--- src/rtl/fifo_rd_packer.sv ---
// Packs DATA_WIDTH beats from a FIFO read port into PACK-lane words.
// Optional sequence checker: define FIFO_RD_PACKER_SEQCHK_EN.
module fifo_rd_packer #(
  parameter int DATA_WIDTH = 8,
  parameter int PACK       = 4
) (
  input  logic                       clk,
  input  logic                       rst_n,
  input  logic                       r_valid,
  input  logic [DATA_WIDTH-1:0]      r_data,
  output logic                       r_ready,
  input  logic                       flush,
  output logic                       out_valid,
  input  logic                       out_ready,
  output logic [DATA_WIDTH*PACK-1:0] out_data,
  output logic [PACK-1:0]            out_keep,
  output logic                       busy,
  output logic                       seq_err
);

  localparam int CW = (PACK > 1) ? $clog2(PACK) : 1;
  localparam int WW = DATA_WIDTH * PACK;

  typedef enum logic [1:0] {
    ACC,
    FLUSH_PEND,
    DRAIN_WAIT
  } state_t;

  state_t          state_q, state_d;
  logic [CW-1:0]   cnt_q, cnt_d;
  logic [WW-1:0]   acc_q, acc_d;
  logic [WW-1:0]   merged;
  logic [PACK-1:0] keep_m;
  logic            ov_q, ov_d;
  logic [WW-1:0]   od_q, od_d;
  logic [PACK-1:0] ok_q, ok_d;
  logic            blocked, last;
  logic            rdy, accept, load;

  always_comb begin
    blocked = ov_q && !out_ready;
    last    = (cnt_q == CW'(PACK - 1));
    unique case (state_q)
      ACC, DRAIN_WAIT: rdy = !(blocked && (last || flush));
      default:         rdy = 1'b0;
    endcase
    r_ready = rst_n && rdy;
    accept  = r_valid && r_ready;
  end

  // Current accumulator with the accepted beat (if any) in lane cnt.
  always_comb begin
    merged = acc_q;
    keep_m = '0;
    for (int i = 0; i < PACK; i++) begin
      if (accept && CW'(i) == cnt_q)
        merged[i*DATA_WIDTH +: DATA_WIDTH] = r_data;
      keep_m[i] = (CW'(i) < cnt_q) || (accept && CW'(i) == cnt_q);
    end
  end

  always_comb begin
    state_d = state_q;
    cnt_d   = cnt_q;
    acc_d   = acc_q;
    ov_d    = ov_q && !out_ready;
    od_d    = od_q;
    ok_d    = ok_q;
    load    = 1'b0;
    unique case (state_q)
      ACC, DRAIN_WAIT: begin
        state_d = ACC;
        if (accept && (last || flush)) begin
          load = 1'b1;
        end else if (accept) begin
          acc_d = merged;
          cnt_d = cnt_q + CW'(1);
        end else if (flush && cnt_q != '0) begin
          if (blocked) state_d = FLUSH_PEND;
          else         load    = 1'b1;
        end else if (r_valid && last && blocked) begin
          state_d = DRAIN_WAIT;
        end
      end
      FLUSH_PEND: begin
        if (!blocked) begin
          load    = 1'b1;
          state_d = ACC;
        end
      end
      default: state_d = ACC;
    endcase
    if (load) begin
      ov_d  = 1'b1;
      od_d  = merged;
      ok_d  = keep_m;
      acc_d = '0;
      cnt_d = '0;
    end
  end

  always_ff @(posedge clk or negedge rst_n) begin
    if (!rst_n) begin
      state_q <= ACC;
      cnt_q   <= '0;
      acc_q   <= '0;
      ov_q    <= 1'b0;
      od_q    <= '0;
      ok_q    <= '0;
    end else begin
      state_q <= state_d;
      cnt_q   <= cnt_d;
      acc_q   <= acc_d;
      ov_q    <= ov_d;
      od_q    <= od_d;
      ok_q    <= ok_d;
    end
  end

  assign out_valid = ov_q;
  assign out_data  = od_q;
  assign out_keep  = ok_q;
  assign busy      = (cnt_q != '0) || (state_q == FLUSH_PEND) || ov_q;

`ifdef FIFO_RD_PACKER_SEQCHK_EN
  logic [DATA_WIDTH-1:0] exp_q;
  logic                  err_q;

  // Resync to the received value on every beat, so a gap flags once.
  always_ff @(posedge clk or negedge rst_n) begin
    if (!rst_n) begin
      exp_q <= '0;
      err_q <= 1'b0;
    end else if (accept) begin
      if (r_data != exp_q) err_q <= 1'b1;
      exp_q <= r_data + 1'b1;
    end
  end

  assign seq_err = err_q;
`else
  assign seq_err = 1'b0;
`endif

endmodule

--- config.mk ---
export PLATFORM = sky130hd
export DESIGN_NAME = fifo_rd_packer
export DESIGN_NICKNAME = d
export VERILOG_FILES = /design/src/rtl/fifo_rd_packer.sv
export SDC_FILE = /design/constraint.sdc
export NUM_CORES = 1
export LEC_CHECK = 0
export ABC_AREA = 1
export BUFFER_PORTS_ARGS = -buffer_cell sky130_fd_sc_hd__buf_4
export CAP_MARGIN = 20
export CELL_PAD_IN_SITES_DETAIL_PLACEMENT = 1
export CELL_PAD_IN_SITES_GLOBAL_PLACEMENT = 2
export CORE_MARGIN = 3
export CORE_UTILIZATION = 35
export DETAILED_ROUTE_END_ITERATION = 8
export PLACE_DENSITY_LB_ADDON = 0.1
export SYNTH_ARGS = -nofsm -noshare
export SYNTH_HDL_FRONTEND = slang
export SYNTH_SLANG_ARGS = --single-unit
--- constraint.sdc ---
create_clock -name clk -period 3.5 [get_ports clk]
set_clock_uncertainty 0.2 [all_clocks]
set_input_delay 1.05 -clock clk [delete_from_list [all_inputs] [get_ports clk]]
set_output_delay 1.05 -clock clk [all_outputs]
set_load 0.05 [all_outputs]
==> impl_metrics.csv <==
group,metric,value,unit
outcome,status,"finished clean",
power,ir_drop,357,uV
logic_synthesis,synth.most_common_cell,"nand2_1",
grt,grt_pass1_vias,2678,
floorplan,start_util,37.0,%
drt,dr.pass1.iters,4,
critical_path,cp_max_fo,5,
drt,vias,2619,
logic_synthesis,synth_top_family_by_area,"simple AND/OR/NAND/NOR gates",
sta,tightest_slew,0.711,ns
sta,drv_slew,0,
cts,clock_path_buffers,2,
place,place_congestion,0.743,
cts,clk_latency,0.34,ns
sta,clock.fmax,318,MHz
grt,overflow,0,
floorplan,core,8930,sq um
sta,tns,0,ns
logic_synthesis,synth_xor_area_share,0.265,%
place,hpwl,5.47,mm
grt,track_usage,16.8,%
grt,antenna_found_initial,0,
logic_synthesis,synth-adder-area-share,1.51,%
finish,nNetsFinal,479,
cts,cts_setup_buffers,0,
cts,clk_pin_slew,0.07,ns
floorplan,num_rows,34,
drt,drt_iter0_drc,119,
logic_synthesis,ys_ff_latch,73,
drt,ant_nets,0,
power,power_leakage,2.25,nW
sta,finalCritPeriodShare,89.7,%
logic_synthesis,synth_area,3310,sq um
cts,cts_buffers,9,
critical_path,worstPathRequired,2.25,ns
grt,grt_pass1_wl,13.8,mm
power,p_per_area,811,nW/um^2
critical_path,path_class,"in -> out",
sta,setup_viol,0,
logic_synthesis,synth_nets,429,
cts,cts_tree,"yes",
cts,htree_num_levels,3,
logic_synthesis,synth_top_flop_cell,"dfrtp_1",
logic_synthesis,yosys_warnings,0,
cts,holdBufCountCts,0,
logic_synthesis,yosys.area_share.simple,33.9,%
critical_path,arrival,1.89,ns
finish,area_growth,20.7,%
sta,fin_crit,3.14,ns
grt,grt_max_degree,70,
logic_synthesis,synth_cell_types,22,
floorplan,die_y,103,microns
logic_synthesis,synth_top_area_share,55.2,%
finish,diodes,0,
finish,drive_above_1_share,17.8,%
floorplan,pin_count,53,
logic_synthesis,synth_edf_count,0,
logic_synthesis,synth_compound_gate_area_share,0.719,%
cts,cts.sinks,73,
drt,drc_errors,0,
drt,wirelength,8.25,mm
floorplan,fp.dieW,103,microns
logic_synthesis,synth-seq-area-share,55.2,%
logic_synthesis,synthArstFlopShare,100,%
cts,post_cts_resized,0,
drt,avgViaCountPerCell,4.55,
logic_synthesis,synth_area_leader_cell,"dfrtp_1",
critical_path,critPathCaptureType,"output pin",
cts,cts_root_buf,"clkbuf_8",
flow_run,drv_cap,0,
place,io_buffers,51,
critical_path,worstSetupStartpointType,"input pin",
sta,relSlewSlack,52.6,%
sta,finalHoldViolCount,0,
logic_synthesis,avgSynthCellArea,8.03,sq um
logic_synthesis,muxShareOfSynthArea,0,%
sta,rsz0062_at_grt,"false",
floorplan,die-area,10700,sq um
drt,wl_per_cell,14.4,microns
min_path,hp-class,"reg -> reg",
logic_synthesis,synthCells,412,
logic_synthesis,yosys-top-cells-count,"172 x nand2_1, 73 x dfrtp_1, 44 x inv_1",
logic_synthesis,netlist_top_cells_area,"dfrtp_1 55%, nand2_1 20%, nand3_1 6.2%, inv_1 5.0%, nor2_1 4.9%",
power,power.total,0.00324,W
final timing paths:
| check | end | cells after the start | start | slack [ns] |
|---|---|---|---|---|
| min | state_q[1] | 1 | state_q[0] | 0.28 |
| max reg2reg | out_data[23] | 9 | cnt_q[1] | 1.12 |
| max | r_ready | 5 | flush | 0.36 |
| min in group asynchronous | out_keep[2] | 2 | rst_n | 0.51 |
| min reg2reg | state_q[1] | 1 | state_q[0] | 0.28 |
| max in group asynchronous | out_data[22] | 2 | rst_n | 1.99 |
cell type report:
cell class	instances	area (sq um)
tap	108	135
inverter	45	169
multi-input combinational	278	1210
timing repair buffer	55	413
clock buffer	10	128
fill	1122	4940
clock inverter	6	115
sequential	73	1830
layout by cell type (no fill, tap or decap), types with 3 or more instances in the layout:
master,synthesis,layout
buf_4,4,55
bufinv_16,0,3
clkbuf_8,0,9
dfrtp_1,73,73
ha_1,4,4
inv_1,44,44
nand2_1,172,172
nand2_2,3,3
nand3_1,41,41
nand3_2,5,5
nor2_1,43,43
cells by family (layout without fill, tap and decap cells):
family	Yosys count	after routing
compound gates	4	4
xor+xnor	1	1
fa+ha+maj	4	4
buf+inv	61	116
flops	73	73
other cells	1	1
simple gates	268	268
flip-flops by register name, summed over array words and instances, names as in the netlist:
name / flops
acc_q: 32
out_data: 32
out_keep: 4
cnt_q: 2
state_q: 2
out_valid: 1
where the power goes:
group          internal (W)  switching, W  leakage [nW]
combinational      0.000346      0.000961          1.13
clock              0.000478      0.000330         0.117
sequential          0.00103     0.0000929          1.00
critical path, stage by stage:
cell,delay (ns)
buf_4,0.11
inv_1,0.07
nand2_2,0.07
a21oi_2,0.31
buf_4,0.27
metrics by stage:
stage	setup WS [ns]	cells	cell area (sq um)	hold WS, ns	util [%]
2_1_floorplan	0.479	412	3310	0.231	-
3_3_place_gp	0.409	559	3750	0.269	42.0
3_5_place_dp	0.364	559	3750	0.256	42.0
4_1_cts	0.360	575	3990	0.279	44.7
5_1_grt	0.265	575	3990	0.299	44.7
6_report	0.359	575	3990	0.280	44.7
layer usage:
metal  vias to the layer above  GRT usage (%)  share of wire (%)
met5                         -              0                  0
met4                         0           5.38                1.2
met3                         8           2.55                2.4
met2                        42           27.0                 48
met1                      1235           23.5                 49
li1                       1334              -                  -
(Power assumes the default switching activity.)
